===== src/rtl/vga_pkg.sv =====
// Shared VGA definitions: pattern modes, bar colours
// and the default 640x480@60 timing.
package vga_pkg;

  typedef enum logic [2:0] {
    MODE_PASS   = 3'd0,
    MODE_SOLID  = 3'd1,
    MODE_BARS   = 3'd2,
    MODE_CHECK  = 3'd3,
    MODE_GRAD   = 3'd4,
    MODE_SCROLL = 3'd5,
    MODE_BLK6   = 3'd6,
    MODE_BLK7   = 3'd7
  } mode_e;

  localparam int H_ACTIVE_DEF = 640;
  localparam int H_FP_DEF     = 16;
  localparam int H_SYNC_DEF   = 96;
  localparam int H_BP_DEF     = 48;
  localparam int V_ACTIVE_DEF = 480;
  localparam int V_FP_DEF     = 10;
  localparam int V_SYNC_DEF   = 2;
  localparam int V_BP_DEF     = 33;

  // {r,g,b} on/off per bar, index 0 is the leftmost bar
  localparam logic [7:0][2:0] BAR_TABLE = {
    3'b000, 3'b001, 3'b100, 3'b101,
    3'b010, 3'b011, 3'b110, 3'b111
  };

endpackage


===== src/rtl/vga_timing.sv =====
// Horizontal/vertical raster counters with
// sync, active-region and coordinate decode.
module vga_timing
  import vga_pkg::*;
#(
  parameter int H_ACTIVE = H_ACTIVE_DEF,
  parameter int H_FP     = H_FP_DEF,
  parameter int H_SYNC   = H_SYNC_DEF,
  parameter int H_BP     = H_BP_DEF,
  parameter int V_ACTIVE = V_ACTIVE_DEF,
  parameter int V_FP     = V_FP_DEF,
  parameter int V_SYNC   = V_SYNC_DEF,
  parameter int V_BP     = V_BP_DEF,
  parameter int XW       = $clog2(H_ACTIVE),
  parameter int YW       = $clog2(V_ACTIVE)
) (
  input  logic          i_clk,
  input  logic          i_rst,
  output logic          o_active,
  output logic          o_hs_on,
  output logic          o_vs_on,
  output logic          o_first,
  output logic          o_frame_wrap,
  output logic [XW-1:0] o_x,
  output logic [YW-1:0] o_y
);

  localparam int H_TOTAL = H_ACTIVE + H_FP + H_SYNC + H_BP;
  localparam int V_TOTAL = V_ACTIVE + V_FP + V_SYNC + V_BP;
  localparam int HW = $clog2(H_TOTAL);
  localparam int VW = $clog2(V_TOTAL);

  logic [HW-1:0] r_h;
  logic [VW-1:0] r_v;
  logic          w_h_last;
  logic          w_v_last;
  logic          w_active;

  assign w_h_last = (r_h == HW'(H_TOTAL - 1));
  assign w_v_last = (r_v == VW'(V_TOTAL - 1));

  always_ff @(posedge i_clk) begin
    if (i_rst) begin
      r_h <= '0;
      r_v <= '0;
    end else if (w_h_last) begin
      r_h <= '0;
      r_v <= w_v_last ? '0 : r_v + VW'(1);
    end else begin
      r_h <= r_h + HW'(1);
    end
  end

  assign w_active = (r_h < HW'(H_ACTIVE))
                 && (r_v < VW'(V_ACTIVE));

  assign o_active = w_active;
  assign o_hs_on  = (r_h >= HW'(H_ACTIVE + H_FP))
                 && (r_h <  HW'(H_ACTIVE + H_FP + H_SYNC));
  assign o_vs_on  = (r_v >= VW'(V_ACTIVE + V_FP))
                 && (r_v <  VW'(V_ACTIVE + V_FP + V_SYNC));

  assign o_first      = (r_h == '0) && (r_v == '0);
  assign o_frame_wrap = w_h_last && w_v_last;

  assign o_x = w_active ? r_h[XW-1:0] : '0;
  assign o_y = w_active ? r_v[YW-1:0] : '0;

endmodule


===== src/rtl/vga_pattern_gen.sv =====
// VGA test-pattern generator: raster timing plus
// per-frame selected pattern, one registered output stage.
module vga_pattern_gen
  import vga_pkg::*;
#(
  parameter int H_ACTIVE   = H_ACTIVE_DEF,
  parameter int H_FP       = H_FP_DEF,
  parameter int H_SYNC     = H_SYNC_DEF,
  parameter int H_BP       = H_BP_DEF,
  parameter int V_ACTIVE   = V_ACTIVE_DEF,
  parameter int V_FP       = V_FP_DEF,
  parameter int V_SYNC     = V_SYNC_DEF,
  parameter int V_BP       = V_BP_DEF,
  parameter bit SYNC_POL   = 1'b0,
  parameter int OUT_BITS   = 4,
  parameter int CHECK_LOG2 = 5
) (
  input  logic                          vgaclk,
  input  logic                          rst,
  input  logic [2:0]                    mode,
  input  logic [2:0]                    input_red,
  input  logic [2:0]                    input_green,
  input  logic [1:0]                    input_blue,
  output logic                          hsync,
  output logic                          vsync,
  output logic [OUT_BITS-1:0]           red,
  output logic [OUT_BITS-1:0]           green,
  output logic [OUT_BITS-1:0]           blue,
  output logic                          de,
  output logic [$clog2(H_ACTIVE)-1:0]   x,
  output logic [$clog2(V_ACTIVE)-1:0]   y,
  output logic                          frame_start
);

  localparam int XW = $clog2(H_ACTIVE);
  localparam int YW = $clog2(V_ACTIVE);

  function automatic logic [OUT_BITS-1:0] exp3(
    input logic [2:0] c
  );
    logic [OUT_BITS-1:0] e;
    for (int j = 0; j < OUT_BITS; j++)
      e[OUT_BITS-1-j] = c[2-(j%3)];
    return e;
  endfunction

  function automatic logic [OUT_BITS-1:0] exp2(
    input logic [1:0] c
  );
    logic [OUT_BITS-1:0] e;
    for (int j = 0; j < OUT_BITS; j++)
      e[OUT_BITS-1-j] = c[1-(j%2)];
    return e;
  endfunction

  logic          w_active;
  logic          w_hs_on;
  logic          w_vs_on;
  logic          w_first;
  logic          w_frame_wrap;
  logic [XW-1:0] w_x;
  logic [YW-1:0] w_y;

  vga_timing #(
    .H_ACTIVE (H_ACTIVE),
    .H_FP     (H_FP),
    .H_SYNC   (H_SYNC),
    .H_BP     (H_BP),
    .V_ACTIVE (V_ACTIVE),
    .V_FP     (V_FP),
    .V_SYNC   (V_SYNC),
    .V_BP     (V_BP),
    .XW       (XW),
    .YW       (YW)
  ) u_timing (
    .i_clk        (vgaclk),
    .i_rst        (rst),
    .o_active     (w_active),
    .o_hs_on      (w_hs_on),
    .o_vs_on      (w_vs_on),
    .o_first      (w_first),
    .o_frame_wrap (w_frame_wrap),
    .o_x          (w_x),
    .o_y          (w_y)
  );

  mode_e      r_mode;
  logic [2:0] r_lr;
  logic [2:0] r_lg;
  logic [1:0] r_lb;
  logic [7:0] r_frame_cnt;

  always_ff @(posedge vgaclk) begin
    if (rst) begin
      r_mode      <= MODE_PASS;
      r_lr        <= '0;
      r_lg        <= '0;
      r_lb        <= '0;
      r_frame_cnt <= '0;
    end else begin
      if (w_first) begin
        r_mode <= mode_e'(mode);
        r_lr   <= input_red;
        r_lg   <= input_green;
        r_lb   <= input_blue;
      end
      if (w_frame_wrap)
        r_frame_cnt <= r_frame_cnt + 8'd1;
    end
  end

  // Pixel (0,0) already uses the values being latched on it
  mode_e      w_mode;
  logic [2:0] w_sr;
  logic [2:0] w_sg;
  logic [1:0] w_sb;

  assign w_mode = w_first ? mode_e'(mode) : r_mode;
  assign w_sr   = w_first ? input_red     : r_lr;
  assign w_sg   = w_first ? input_green   : r_lg;
  assign w_sb   = w_first ? input_blue    : r_lb;

  logic [31:0] w_xw;
  logic [31:0] w_yw;
  logic [31:0] w_sx;
  logic [2:0]  w_bar_idx;
  logic [2:0]  w_bar;
  logic        w_chk;
  logic        w_scr;

  assign w_xw = 32'(w_x);
  assign w_yw = 32'(w_y);
  assign w_sx = w_xw + 32'(r_frame_cnt);

  assign w_bar_idx = 3'(w_xw * 32'd8 / 32'(H_ACTIVE));
  assign w_bar     = BAR_TABLE[w_bar_idx];

  assign w_chk = |(((w_xw ^ w_yw) >> CHECK_LOG2) & 32'd1);
  assign w_scr = |(((w_sx ^ w_yw) >> CHECK_LOG2) & 32'd1);

  logic [OUT_BITS-1:0] w_r;
  logic [OUT_BITS-1:0] w_g;
  logic [OUT_BITS-1:0] w_b;

  always_comb begin
    w_r = '0;
    w_g = '0;
    w_b = '0;
    unique case (w_mode)
      MODE_PASS: begin
        w_r = exp3(input_red);
        w_g = exp3(input_green);
        w_b = exp2(input_blue);
      end
      MODE_SOLID: begin
        w_r = exp3(w_sr);
        w_g = exp3(w_sg);
        w_b = exp2(w_sb);
      end
      MODE_BARS: begin
        w_r = {OUT_BITS{w_bar[2]}};
        w_g = {OUT_BITS{w_bar[1]}};
        w_b = {OUT_BITS{w_bar[0]}};
      end
      MODE_CHECK: begin
        w_r = {OUT_BITS{~w_chk}};
        w_g = {OUT_BITS{~w_chk}};
        w_b = {OUT_BITS{~w_chk}};
      end
      MODE_GRAD: begin
        w_r = OUT_BITS'(w_xw >> 2);
        w_g = OUT_BITS'(w_xw >> 2);
        w_b = OUT_BITS'(w_xw >> 2);
      end
      MODE_SCROLL: begin
        w_r = {OUT_BITS{~w_scr}};
        w_g = {OUT_BITS{~w_scr}};
        w_b = {OUT_BITS{~w_scr}};
      end
      default: begin
        w_r = '0;
        w_g = '0;
        w_b = '0;
      end
    endcase
    if (!w_active) begin
      w_r = '0;
      w_g = '0;
      w_b = '0;
    end
  end

  logic                r_hs;
  logic                r_vs;
  logic                r_de;
  logic                r_fs;
  logic [XW-1:0]       r_x;
  logic [YW-1:0]       r_y;
  logic [OUT_BITS-1:0] r_red;
  logic [OUT_BITS-1:0] r_green;
  logic [OUT_BITS-1:0] r_blue;

  always_ff @(posedge vgaclk) begin
    if (rst) begin
      r_hs    <= ~SYNC_POL;
      r_vs    <= ~SYNC_POL;
      r_de    <= 1'b0;
      r_fs    <= 1'b0;
      r_x     <= '0;
      r_y     <= '0;
      r_red   <= '0;
      r_green <= '0;
      r_blue  <= '0;
    end else begin
      r_hs    <= w_hs_on ? SYNC_POL : ~SYNC_POL;
      r_vs    <= w_vs_on ? SYNC_POL : ~SYNC_POL;
      r_de    <= w_active;
      r_fs    <= w_first;
      r_x     <= w_x;
      r_y     <= w_y;
      r_red   <= w_r;
      r_green <= w_g;
      r_blue  <= w_b;
    end
  end

  assign hsync       = r_hs;
  assign vsync       = r_vs;
  assign de          = r_de;
  assign frame_start = r_fs;
  assign x           = r_x;
  assign y           = r_y;
  assign red         = r_red;
  assign green       = r_green;
  assign blue        = r_blue;

endmodule


===== config.mk =====
export PLATFORM = sky130hd
export DESIGN_NAME = vga_pattern_gen
export DESIGN_NICKNAME = d
export VERILOG_FILES = /design/src/rtl/vga_pkg.sv /design/src/rtl/vga_timing.sv /design/src/rtl/vga_pattern_gen.sv
export SDC_FILE = /design/constraint.sdc
export NUM_CORES = 1
export LEC_CHECK = 0
export ABC_AREA = 1
export BUFFER_PORTS_ARGS = -buffer_cell sky130_fd_sc_hd__clkbuf_2
export CELL_PAD_IN_SITES_DETAIL_PLACEMENT = 1
export CELL_PAD_IN_SITES_GLOBAL_PLACEMENT = 1
export CORE_ASPECT_RATIO = 1.4
export CORE_MARGIN = 3
export CORE_UTILIZATION = 41
export CTS_CLUSTER_SIZE = 20
export DETAILED_ROUTE_END_ITERATION = 8
export HOLD_SLACK_MARGIN = 0.08
export PLACE_DENSITY_LB_ADDON = 0.2
export SETUP_SLACK_MARGIN = 0.2
export SLEW_MARGIN = 5
export SYNTH_ARGS = -nofsm -noshare
export SYNTH_HDL_FRONTEND = slang
export SYNTH_HIERARCHICAL = 1
export SYNTH_SLANG_ARGS = --single-unit

===== constraint.sdc =====
create_clock -name vgaclk -period 3.8 [get_ports vgaclk]
set_input_delay 0.76 -clock vgaclk [delete_from_list [all_inputs] [get_ports vgaclk]]
set_output_delay 0.76 -clock vgaclk [all_outputs]
set_load 0.05 [all_outputs]

==> results of run 1 <==
-- how the worst min path moves through the flow --
| stage | depth (start not counted) | start | to | slack, ps |
|---|---|---|---|---|
| 2_1_floorplan | 1 | u_timing/r_h[0] | u_timing/r_h[0] | 430 |
| 3_3_place_gp | 1 | u_timing/r_h[0] | u_timing/r_h[0] | 450 |
| 3_5_place_dp | 1 | u_timing/r_h[0] | u_timing/r_h[0] | 470 |
| 4_1_cts | 1 | u_timing/r_h[0] | u_timing/r_h[0] | 470 |
| 5_1_grt | 1 | u_timing/r_h[0] | u_timing/r_h[0] | 500 |
| 6_report | 1 | u_timing/r_h[0] | u_timing/r_h[0] | 470 |
-- power by group through the flow --
stage	Sequential [mW]	Clock, mW	Combinational [mW]
finish	0.819	0.879	0.354
global route	0.824	0.928	0.386
detailed placement	0.836	0	0.350
floorplan	0.950	0	0.141
CTS	0.820	0.894	0.354
global placement	0.833	0	0.342
-- cell usage in the layout (no fill, tap or decap), types with 4 or more instances in the layout --
| cell | instances |
|---|---|
| a21oi_1 | 16 |
| buf_4 | 7 |
| clkbuf_16 | 9 |
| clkbuf_2 | 47 |
| dfxtp_1 | 72 |
| ha_1 | 10 |
| inv_1 | 81 |
| inv_2 | 6 |
| nand2_1 | 96 |
| nand2_2 | 6 |
| nand3_1 | 30 |
| nand3_4 | 5 |
| nand4_1 | 17 |
| nor2_1 | 94 |
| nor2_4 | 8 |
| nor3_1 | 8 |
| o21ai_0 | 19 |
| o21ai_1 | 5 |
| o22ai_1 | 7 |
| o31ai_1 | 4 |
| xor2_1 | 7 |
-- registers in the layout, summed over array words and instances, names as in the netlist, 3 cells and up --
name          count
y                 9
r_frame_cnt       6
u_timing/r_h     10
r_mode            3
red               4
r_lr              3
green             4
blue              4
x                10
u_timing/r_v     10
r_lg              3
-- critical path, cell delays in order (launching register included) --
cell	delay [ps]
dfxtp_1	330
inv_1	110
ha_1	210
nand4_1	120
nor4_2	370
inv_1	140
or2_2	300
o21ai_0	220
inv_1	190
nor2_1	260
nand2_1	210
o21ai_1	230
buf_4	180
nor2_1	30
o21ai_0	110
nor2_1	100
nor2_1	110
-- cell families after synthesis --
| kind of cell | after synthesis |
|---|---|
| flip-flops | 72 |
| AO/OA/AOI/OAI | 54 |
| adder cells (fa/ha/maj) | 10 |
| buffers and inverters | 96 |
| XOR/XNOR | 8 |
| AND/OR/NAND/NOR | 286 |
-- timing repair --
| action | CTS | global route |
|---|---|---|
| setup endpoints to repair | 0 | 10 |
| buffers inserted | 0 | 4 |
| resized for setup | 0 | 6 |
-- per-layer routing --
layer | vias to the layer above | GRT usage | wire length [µm]
met1 | 1700 | 0.209 | 3940
li1 | 1791 | - | -
met5 | - | 0 | 0
met4 | 0 | 0.0916 | 272
met3 | 22 | 0.0439 | 351
met2 | 66 | 0.408 | 5650
-- cell type report --
type	count	area share
clock buffer	12	0.0582
timing repair buffer	54	0.0652
sequential	72	0.327
multi-input combinational	358	0.433
tap	105	0.0298
inverter	88	0.0749
clock inverter	4	0.0119
==> flow_metrics.py, run 1 <==
metrics = {
    "logic_synthesis": {
        "synth.most_common_cell": "nor2_1",
        "synth_top_family_by_area": "simple AND/OR/NAND/NOR gates",
        "synth_edf_count": 0,
        "synth_flop_cell": "dfxtp_1",
        "synth_cell_types": 36,
        "yosys-top-cells-area": "dfxtp_1, nor2_1, nand2_1",
        "yosys.area_share.simple": 0.377,
        "synthMuxAreaShare": 0,
        "netlist.area_leader.share": 0.390,
        "yosys-top-cells-count": "nor2_1, nand2_1, inv_1",
        "synth-xor-area-share": 0.0189,
        "syn_nets": 549,
        "netlist_instances": 526,
        "yosysWarnings": 6,
        "synth_seq_area_share": 0.390,
        "synth_adder_area_share": 0.0338,
        "ys_seq_elements": 72,
        "synthArstFlopShare": 0,
        "synth_area_mm2": 0.00370,
        "synth_top_area_cell": "dfxtp_1",
        "synth_compound_area_frac": 0.0805,
        "avgSynthCellArea_um2": 7.03,
    },
    "power": {
        "p_clk_frac": 0.428,
        "power_mw": 2.05,
        "power_density_mw_per_mm2": 465,
        "p_int_mw": 1.44,
        "switchingPower_uw": 612,
        "seqPwrFrac": 0.399,
        "switching_share": 0.298,
        "p_leak_nw": 2.07,
        "power_frac_comb": 0.172,
        "ir_drop_mv": 0.347,
    },
    "clock_network": {
        "cts_max_level": 3,
        "cts-hold-fix-buffers": 0,
        "clk_pin_slew_ps": 60,
        "ctsRootBufferMaster": "clkbuf_16",
        "cts_buffers": 9,
        "clock-sinks": 72,
        "clockBufferDepth": 2,
        "insertion_delay_ps": 340,
        "tritoncts": "done",
    },
    "timing": {
        "clock-skew-final_ps": 6.92,
        "whs_ps": 474,
        "worst_pin_slew_ps": 631,
        "report.final.slew_viol_count": 0,
        "fmax_mhz": 303,
        "rsz0062_at_grt": "false",
        "hold_viol_final": 0,
        "tns_ps": 0,
        "setup_viol": 0,
        "finalCriticalPeriod_ps": 3300,
        "worst_slack_ps": 503,
        "slew_headroom": 0.575,
        "fin_crit_sh": 0.868,
    },
    "status": {
        "status": "finished, final reports clean",
    },
    "floorplan": {
        "coreArea_mm2": 0.00871,
        "io_pins": 48,
        "design.die.area_mm2": 0.0102,
        "num_rows": 40,
        "die_x_um": 86.3,
        "fp.dieH_um": 118,
        "initial_core_util": 0.425,
    },
    "worst_setup_path": {
        "r2r-start": "u_timing/r_v[0]",
        "endpoint": "green[0]",
        "critPathArrivalTime_ps": 3570,
        "crit_path_max_fanout": 6,
        "startpoint": "u_timing/r_v[0]",
        "ff2ff_setup_slack_ps": 500,
        "r2r_end": "green[0]",
        "reg2regPathDepth": 16,
        "cp-end-kind": "flip-flop",
        "path_class": "flip-flop to flip-flop",
        "cp-start-kind": "flip-flop",
        "cp_data_required_time_ps": 4070,
    },
    "cells_and_area": {
        "fin_nets": 606,
        "antenna_cells": 0,
        "area_growth_pct": 19.2,
        "register_area_mm2": 0.00144,
        "fill_cells": 1131,
        "final_util": 0.506,
        "stdcell_area_mm2": 0.00441,
        "multi_input_area_mm2": 0.00191,
        "drive_above_1_share": 0.189,
        "instances_no_fill": 693,
    },
    "detailed_routing": {
        "num_vias": 3579,
        "first_pass_iters": 4,
        "drt-total-wl_um": 10200,
        "drc_errors": 0,
        "vias_per_cell": 5.16,
        "ant_nets": 0,
        "wl_per_cell_um": 14.7,
        "first_iter_violations": 92,
    },
    "global_routing": {
        "grt_overflow": 0,
        "antenna_found_initial": 0,
        "grt_use_total": 0.211,
        "grt_pass1_wl_um": 17200,
        "grt_pass1_vias": 3791,
        "grt_max_degree": 41,
    },
    "worst_hold_path": {
        "hp-class": "flip-flop to flip-flop",
    },
    "placed_design": {
        "place_area_mm2": 0.00405,
        "preCtsSetupSlack_ps": 339,
        "numPortBuffers": 47,
        "dp_hpwl_um": 7830,
        "place_congestion": 0.888,
        "numPlacedInstances": 673,
    },
    "flow_run": {
        "cap_viol_max_count": 0,
    },
}
Power figures use the tool's default switching activity.
==> run 2: changes to the inputs <==
==> constraint.sdc (replaced) <==
create_clock -name vgaclk -period 3.6 [get_ports vgaclk]
set_input_delay 0.72 -clock vgaclk [delete_from_list [all_inputs] [get_ports vgaclk]]
set_output_delay 0.72 -clock vgaclk [all_outputs]
set_load 0.05 [all_outputs]
==> run 2 against run 1 <==
Sequential share of layout area shrank 0.52 points. Critical path depth grew 8. Hold slack lost 6.0 ps. Via count shrank 0.53%. Cell area grew 2.5%. Critical path type unchanged. Global-route usage shrank 0.27 points. Flip-flop and latch count is the same. Largest cell class unchanged. Total power grew 7.2%. Non-clock buffer count grew 5. Die area is the same. Setup slack lost 130 ps. Critical endpoint is now blue[3].
==> flow_metrics.py, run 2 (synthesized netlist as in run 1, its figures left out) <==
metrics = {
    "cells_and_area": {
        "stdcell_area_mm2": 0.00452,
        "area_growth_pct": 22.2,
        "layout_commonest_cell": "nand2_1",
        "final_cell_mix": "nand2_1, nor2_1, inv_1, dfxtp_1, clkbuf_2",
        "fin_nets": 612,
        "final_util": 0.519,
        "antenna_cells": 0,
        "drive_above_1_share": 0.227,
    },
    "timing": {
        "worst_slack_ps": 374,
        "setup_viol": 0,
        "clock-skew-final_ps": 5.84,
        "fmax_mhz": 310,
        "rsz0062_at_grt": "true",
        "fin_crit_sh": 0.896,
        "finalCriticalPeriod_ps": 3230,
        "tns_ps": 0,
        "slew_headroom": 0.556,
        "worst_pin_slew_ps": 660,
        "report.final.slew_viol_count": 0,
        "hold_viol_final": 0,
    },
    "detailed_routing": {
        "num_vias": 3560,
        "first_pass_iters": 4,
        "wl_per_cell_um": 15.1,
        "first_iter_violations": 128,
        "drt-total-wl_um": 10600,
        "vias_per_cell": 5.09,
        "drc_errors": 0,
        "ant_nets": 0,
    },
    "global_routing": {
        "grt_max_degree": 41,
        "grt_pass1_vias": 3697,
        "grt_overflow": 0,
        "antenna_found_initial": 0,
        "grt_use_total": 0.208,
        "grt_pass1_wl_um": 17000,
    },
    "power": {
        "p_clk_frac": 0.438,
        "switching_share": 0.295,
        "power_density_mw_per_mm2": 487,
        "p_leak_nw": 2.13,
        "switchingPower_uw": 648,
        "power_frac_comb": 0.171,
        "seqPwrFrac": 0.392,
        "ir_drop_mv": 0.439,
        "p_int_mw": 1.55,
    },
    "worst_setup_path": {
        "r2r-start": "u_timing/r_h[9]",
        "crit_path_max_fanout": 6,
        "cp_data_required_time_ps": 3840,
        "critPathArrivalTime_ps": 3470,
        "reg2regPathDepth": 24,
        "ff2ff_setup_slack_ps": 370,
        "path_class": "flip-flop to flip-flop",
        "r2r_end": "blue[3]",
        "cp-end-kind": "flip-flop",
        "cp-start-kind": "flip-flop",
    },
    "clock_network": {
        "cts_buffers": 9,
        "insertion_delay_ps": 340,
        "clockBufferDepth": 2,
        "cts-hold-fix-buffers": 0,
        "ctsRootBufferMaster": "clkbuf_16",
        "cts_max_level": 3,
        "clock-sinks": 72,
        "tritoncts": "done",
        "clk_pin_slew_ps": 60,
    },
    "placed_design": {
        "numPortBuffers": 47,
        "place_congestion": 0.858,
        "dp_hpwl_um": 7830,
        "preCtsSetupSlack_ps": 125,
        "place_area_mm2": 0.00405,
    },
    "worst_hold_path": {
        "hp-class": "flip-flop to flip-flop",
        "min_path_cells": 1,
        "min_from": "u_timing/r_h[0]",
        "hold_path_end": "u_timing/r_h[0]",
    },
    "floorplan": {
        "coreArea_mm2": 0.00871,
        "num_rows": 40,
        "fp.dieH_um": 118,
        "die_x_um": 86.3,
        "design.die.area_mm2": 0.0102,
        "io_pins": 48,
        "initial_core_util": 0.425,
    },
    "status": {
        "status": "finished, final reports clean",
    },
    "flow_run": {
        "cap_viol_max_count": 0,
    },
}
run 2: changes by cell type in the layout (fill, tap and decap cells not counted), moves of 3 or more:
cell     delta
dfxtp_1     -6
inv_1       -4
buf_4       +5
inv_2       +3
nand2_2     +3
dfxtp_2     +4
run 2: cell type report:
type                    instances  area, µm²
repair buffers                 59        325
inverters                      88        333
clock inverters                 7       92.6
well taps                     105        131
clock buffers                   9        225
flip-flops and latches         72       1450
fillers                      1137       4190
multi-input cells             359       1960
run 2: repair_timing:
item | 4_1_cts | 5_1_grt
gates resized for setup | 4 | 26
setup endpoints to repair | 4 | 12
pin swaps | 0 | 10
setup buffers | 0 | 9
gates cloned | 0 | 1
run 2: how the worst max path moves through the flow:
stage	from	to	slack, ps	cells after the start
3_3_place_gp	u_timing/r_v[5]	blue[1]	310	24
6_report	u_timing/r_h[9]	blue[3]	370	24
4_1_cts	u_timing/r_v[8]	blue[3]	250	23
2_1_floorplan	u_timing/r_h[8]	blue[0]	600	25
3_5_place_dp	u_timing/r_v[5]	blue[3]	130	23
5_1_grt	u_timing/r_h[9]	blue[0]	140	24
run 2: worst max-delay path, stage by stage, from the launching register on:
cell and delay [ps]:
dfxtp_2 330, inv_2 100, nor3_2 70, nor3_2 270, nand2_4 140, nor2_4 210
inv_2 80, nand2_4 100, ha_1 240, inv_2 80, a21oi_4 70, nor2_4 180
nand3_4 130, nand2_2 80, nand2_2 80, nor2_4 170, nand3_4 130, nand2_2 100
nand3_1 80, nor2_1 110, nor2_1 60, nand2_2 110, nand3_1 90, nand2_1 80
inv_1 50
run 2: power by group through the flow:
| stage | clock (mW) | combinational (mW) | sequential (mW) |
|---|---|---|---|
| floorplan | 0 | 0.149 | 1.00 |
| global placement | 0 | 0.362 | 0.879 |
| detailed placement | 0 | 0.370 | 0.882 |
| CTS | 0.982 | 0.372 | 0.864 |
| global route | 1.01 | 0.410 | 0.866 |
| finish | 0.962 | 0.375 | 0.862 |
run 2: stage by stage:
stage | cells | hold WS, ps | power (mW)
2_1_floorplan | 526 | 430 | 1.15
3_3_place_gp | 673 | 446 | 1.24
3_5_place_dp | 673 | 456 | 1.25
4_1_cts | 689 | 470 | 2.22
5_1_grt | 699 | 521 | 2.29
6_report | 699 | 468 | 2.20
run 2: metal layers:
metal  track usage  vias up  part of all wire
li1              -     1795                 -
met1         0.213     1684              0.39
met2         0.399       60              0.55
met3        0.0300       21             0.028
met4         0.102        0             0.029
met5             0        -                 0
==> run 3: changes to the inputs <==
--- a/config.mk
+++ b/config.mk
@@ -10,12 +10,12 @@
 export CELL_PAD_IN_SITES_DETAIL_PLACEMENT = 1
 export CELL_PAD_IN_SITES_GLOBAL_PLACEMENT = 1
 export CORE_ASPECT_RATIO = 1.4
-export CORE_MARGIN = 3
+export CORE_MARGIN = 5
 export CORE_UTILIZATION = 41
 export CTS_CLUSTER_SIZE = 20
 export DETAILED_ROUTE_END_ITERATION = 8
 export HOLD_SLACK_MARGIN = 0.08
-export PLACE_DENSITY_LB_ADDON = 0.2
+export PLACE_DENSITY = 0.85
 export SETUP_SLACK_MARGIN = 0.2
 export SLEW_MARGIN = 5
 export SYNTH_ARGS = -nofsm -noshare
==> run 3 against run 2 <==
Via count grew 4.5%. Critical path depth shrank 1. Flip-flop and latch count is the same. Register-to-register slack gained 20 ps. Total power shrank 4.2%. Highest routed layer unchanged. Cell area is the same. Largest power group is now sequential cells. Sequential share of layout area shrank 0.083 points.
==> flow_metrics.py, run 3 (synthesized netlist as in run 1, its figures left out) <==
metrics = {
    "status": {
        "status": "finished, final reports clean",
    },
    "detailed_routing": {
        "wl_per_cell_um": 16.9,
        "first_pass_iters": 4,
        "ant_nets": 0,
        "first_iter_violations": 195,
        "drc_errors": 0,
        "vias_per_cell": 5.26,
        "drt-total-wl_um": 12000,
        "num_vias": 3721,
    },
    "worst_setup_path": {
        "r2r-start": "u_timing/r_v[8]",
        "critPathArrivalTime_ps": 3440,
        "cp-start-kind": "flip-flop",
        "ff2ff_setup_slack_ps": 390,
        "cp_data_required_time_ps": 3840,
        "path_class": "flip-flop to flip-flop",
        "reg2regPathDepth": 23,
        "cp-end-kind": "flip-flop",
        "r2r_end": "blue[0]",
        "crit_path_max_fanout": 6,
    },
    "placed_design": {
        "numPlacedInstances": 674,
        "numPortBuffers": 47,
        "dp_hpwl_um": 8070,
        "place_congestion": 0.854,
    },
    "timing": {
        "setup_viol": 0,
        "slew_headroom": 0.607,
        "fmax_mhz": 312,
        "tns_ps": 0,
        "report.final.slew_viol_count": 0,
        "finalCriticalPeriod_ps": 3210,
        "fin_crit_sh": 0.891,
        "worst_pin_slew_ps": 584,
        "clock-skew-final_ps": 4.94,
        "rsz0062_at_grt": "true",
        "hold_viol_final": 0,
    },
    "cells_and_area": {
        "multi_input_area_mm2": 0.00194,
        "register_area_mm2": 0.00145,
        "instances_no_fill": 708,
        "layout_commonest_cell": "nand2_1",
        "fin_nets": 619,
        "antenna_cells": 0,
        "area_growth_pct": 22.2,
        "fill_cells": 1167,
        "drive_above_1_share": 0.220,
        "final_cell_mix": "nand2_1, nor2_1, inv_1, dfxtp_1, clkbuf_2",
    },
    "clock_network": {
        "clk_pin_slew_ps": 60,
        "cts_max_level": 3,
        "ctsRootBufferMaster": "clkbuf_16",
        "tritoncts": "done",
        "clockBufferDepth": 2,
        "insertion_delay_ps": 340,
        "cts_buffers": 9,
        "clock-sinks": 72,
    },
    "floorplan": {
        "initial_core_util": 0.414,
        "num_rows": 41,
        "coreArea_mm2": 0.00893,
        "fp.dieH_um": 122,
        "io_pins": 48,
        "die_x_um": 90.3,
        "design.die.area_mm2": 0.0111,
    },
    "power": {
        "switching_share": 0.314,
        "seqPwrFrac": 0.412,
        "p_int_mw": 1.45,
        "power_frac_comb": 0.181,
        "p_clk_frac": 0.408,
        "power_density_mw_per_mm2": 466,
        "p_leak_nw": 2.15,
        "ir_drop_mv": 0.390,
        "switchingPower_uw": 661,
    },
    "global_routing": {
        "grt_overflow": 0,
        "grt_use_total": 0.206,
        "grt_pass1_wl_um": 18200,
        "antenna_found_initial": 0,
        "grt_max_degree": 28,
        "grt_pass1_vias": 3763,
    },
    "flow_run": {
        "cap_viol_max_count": 0,
    },
    "worst_hold_path": {
        "min_path_cells": 2,
        "hold_path_end": "u_timing/r_v[7]",
        "hp-class": "flip-flop to flip-flop",
        "min_from": "u_timing/r_v[7]",
    },
}
==> run 3: through the flow <==
stage / setup WS (ps) / cell area (µm²) / util / hold slack, ps / total power [mW]
6_report: 394 / 4520 / 0.506 / 501 / 2.11
5_1_grt: 134 / 4520 / 0.506 / 528 / 2.20
4_1_cts: 210 / 4340 / 0.487 / 480 / 2.11
3_5_place_dp: 142 / 4050 / 0.454 / 460 / 1.26
3_3_place_gp: 362 / 4050 / 0.454 / 447 / 1.24
2_1_floorplan: 600 / 3700 / - / 430 / 1.15
==> run 3: critical path, cell delays in order (launching register included) <==
cell,delay [ps]
dfxtp_2,390
nand4_1,140
or2_4,280
nand2_4,120
nor2_4,60
inv_1,140
nand2_4,100
ha_1,270
inv_1,100
a21oi_4,80
nor2_4,150
nand3_4,120
nand2_2,80
nand2_2,70
nor2_4,150
nand3_4,120
nand2_1,110
nand3_1,80
nor2_1,110
nor2_1,70
nand2_2,90
nand3_1,100
nand2_1,100
inv_1,50
==> run 3: how the worst max path moves through the flow <==
stage	from	endpoint	cells past startpoint	slack, ps
2_1_floorplan	u_timing/r_h[8]	blue[0]	25	600
3_3_place_gp	u_timing/r_h[8]	blue[0]	24	360
3_5_place_dp	u_timing/r_h[8]	blue[0]	24	140
4_1_cts	u_timing/r_v[8]	blue[0]	24	210
5_1_grt	u_timing/r_v[0]	blue[0]	15	130
6_report	u_timing/r_v[8]	blue[0]	23	390
==> run 3: cell type report <==
type / count / share of cell area
multi-input combinational: 359 / 0.430
sequential: 72 / 0.321
timing repair buffer: 66 / 0.0836
inverter: 88 / 0.0731
clock buffer: 12 / 0.0567
tap: 107 / 0.0296
clock inverter: 4 / 0.00609
==> run 3: layer usage <==
| layer | global-route usage | part of all wire |
|---|---|---|
| met2 | 0.406 | 0.55 |
| met1 | 0.211 | 0.37 |
| met3 | 0.0423 | 0.039 |
| met5 | 0 | 0 |
| met4 | 0.0736 | 0.033 |
==> run 3: power by group through the flow <==
stage	clock [mW]	sequential [mW]	combinational, mW
after global routing	0.921	0.872	0.408
after CTS	0.866	0.869	0.378
after global placement	0	0.881	0.358
after floorplan	0	1.00	0.149
after detailed placement	0	0.885	0.371
final	0.858	0.868	0.380
==> run 3: what timing repair did <==
item / 4_1_cts / 5_1_grt
pin swaps: 0 / 6
gates cloned: 0 / 1
hold buffers: 0 / 0
resized for setup: 5 / 16
endpoints found under the setup margin: 6 / 10
setup buffers: 0 / 17
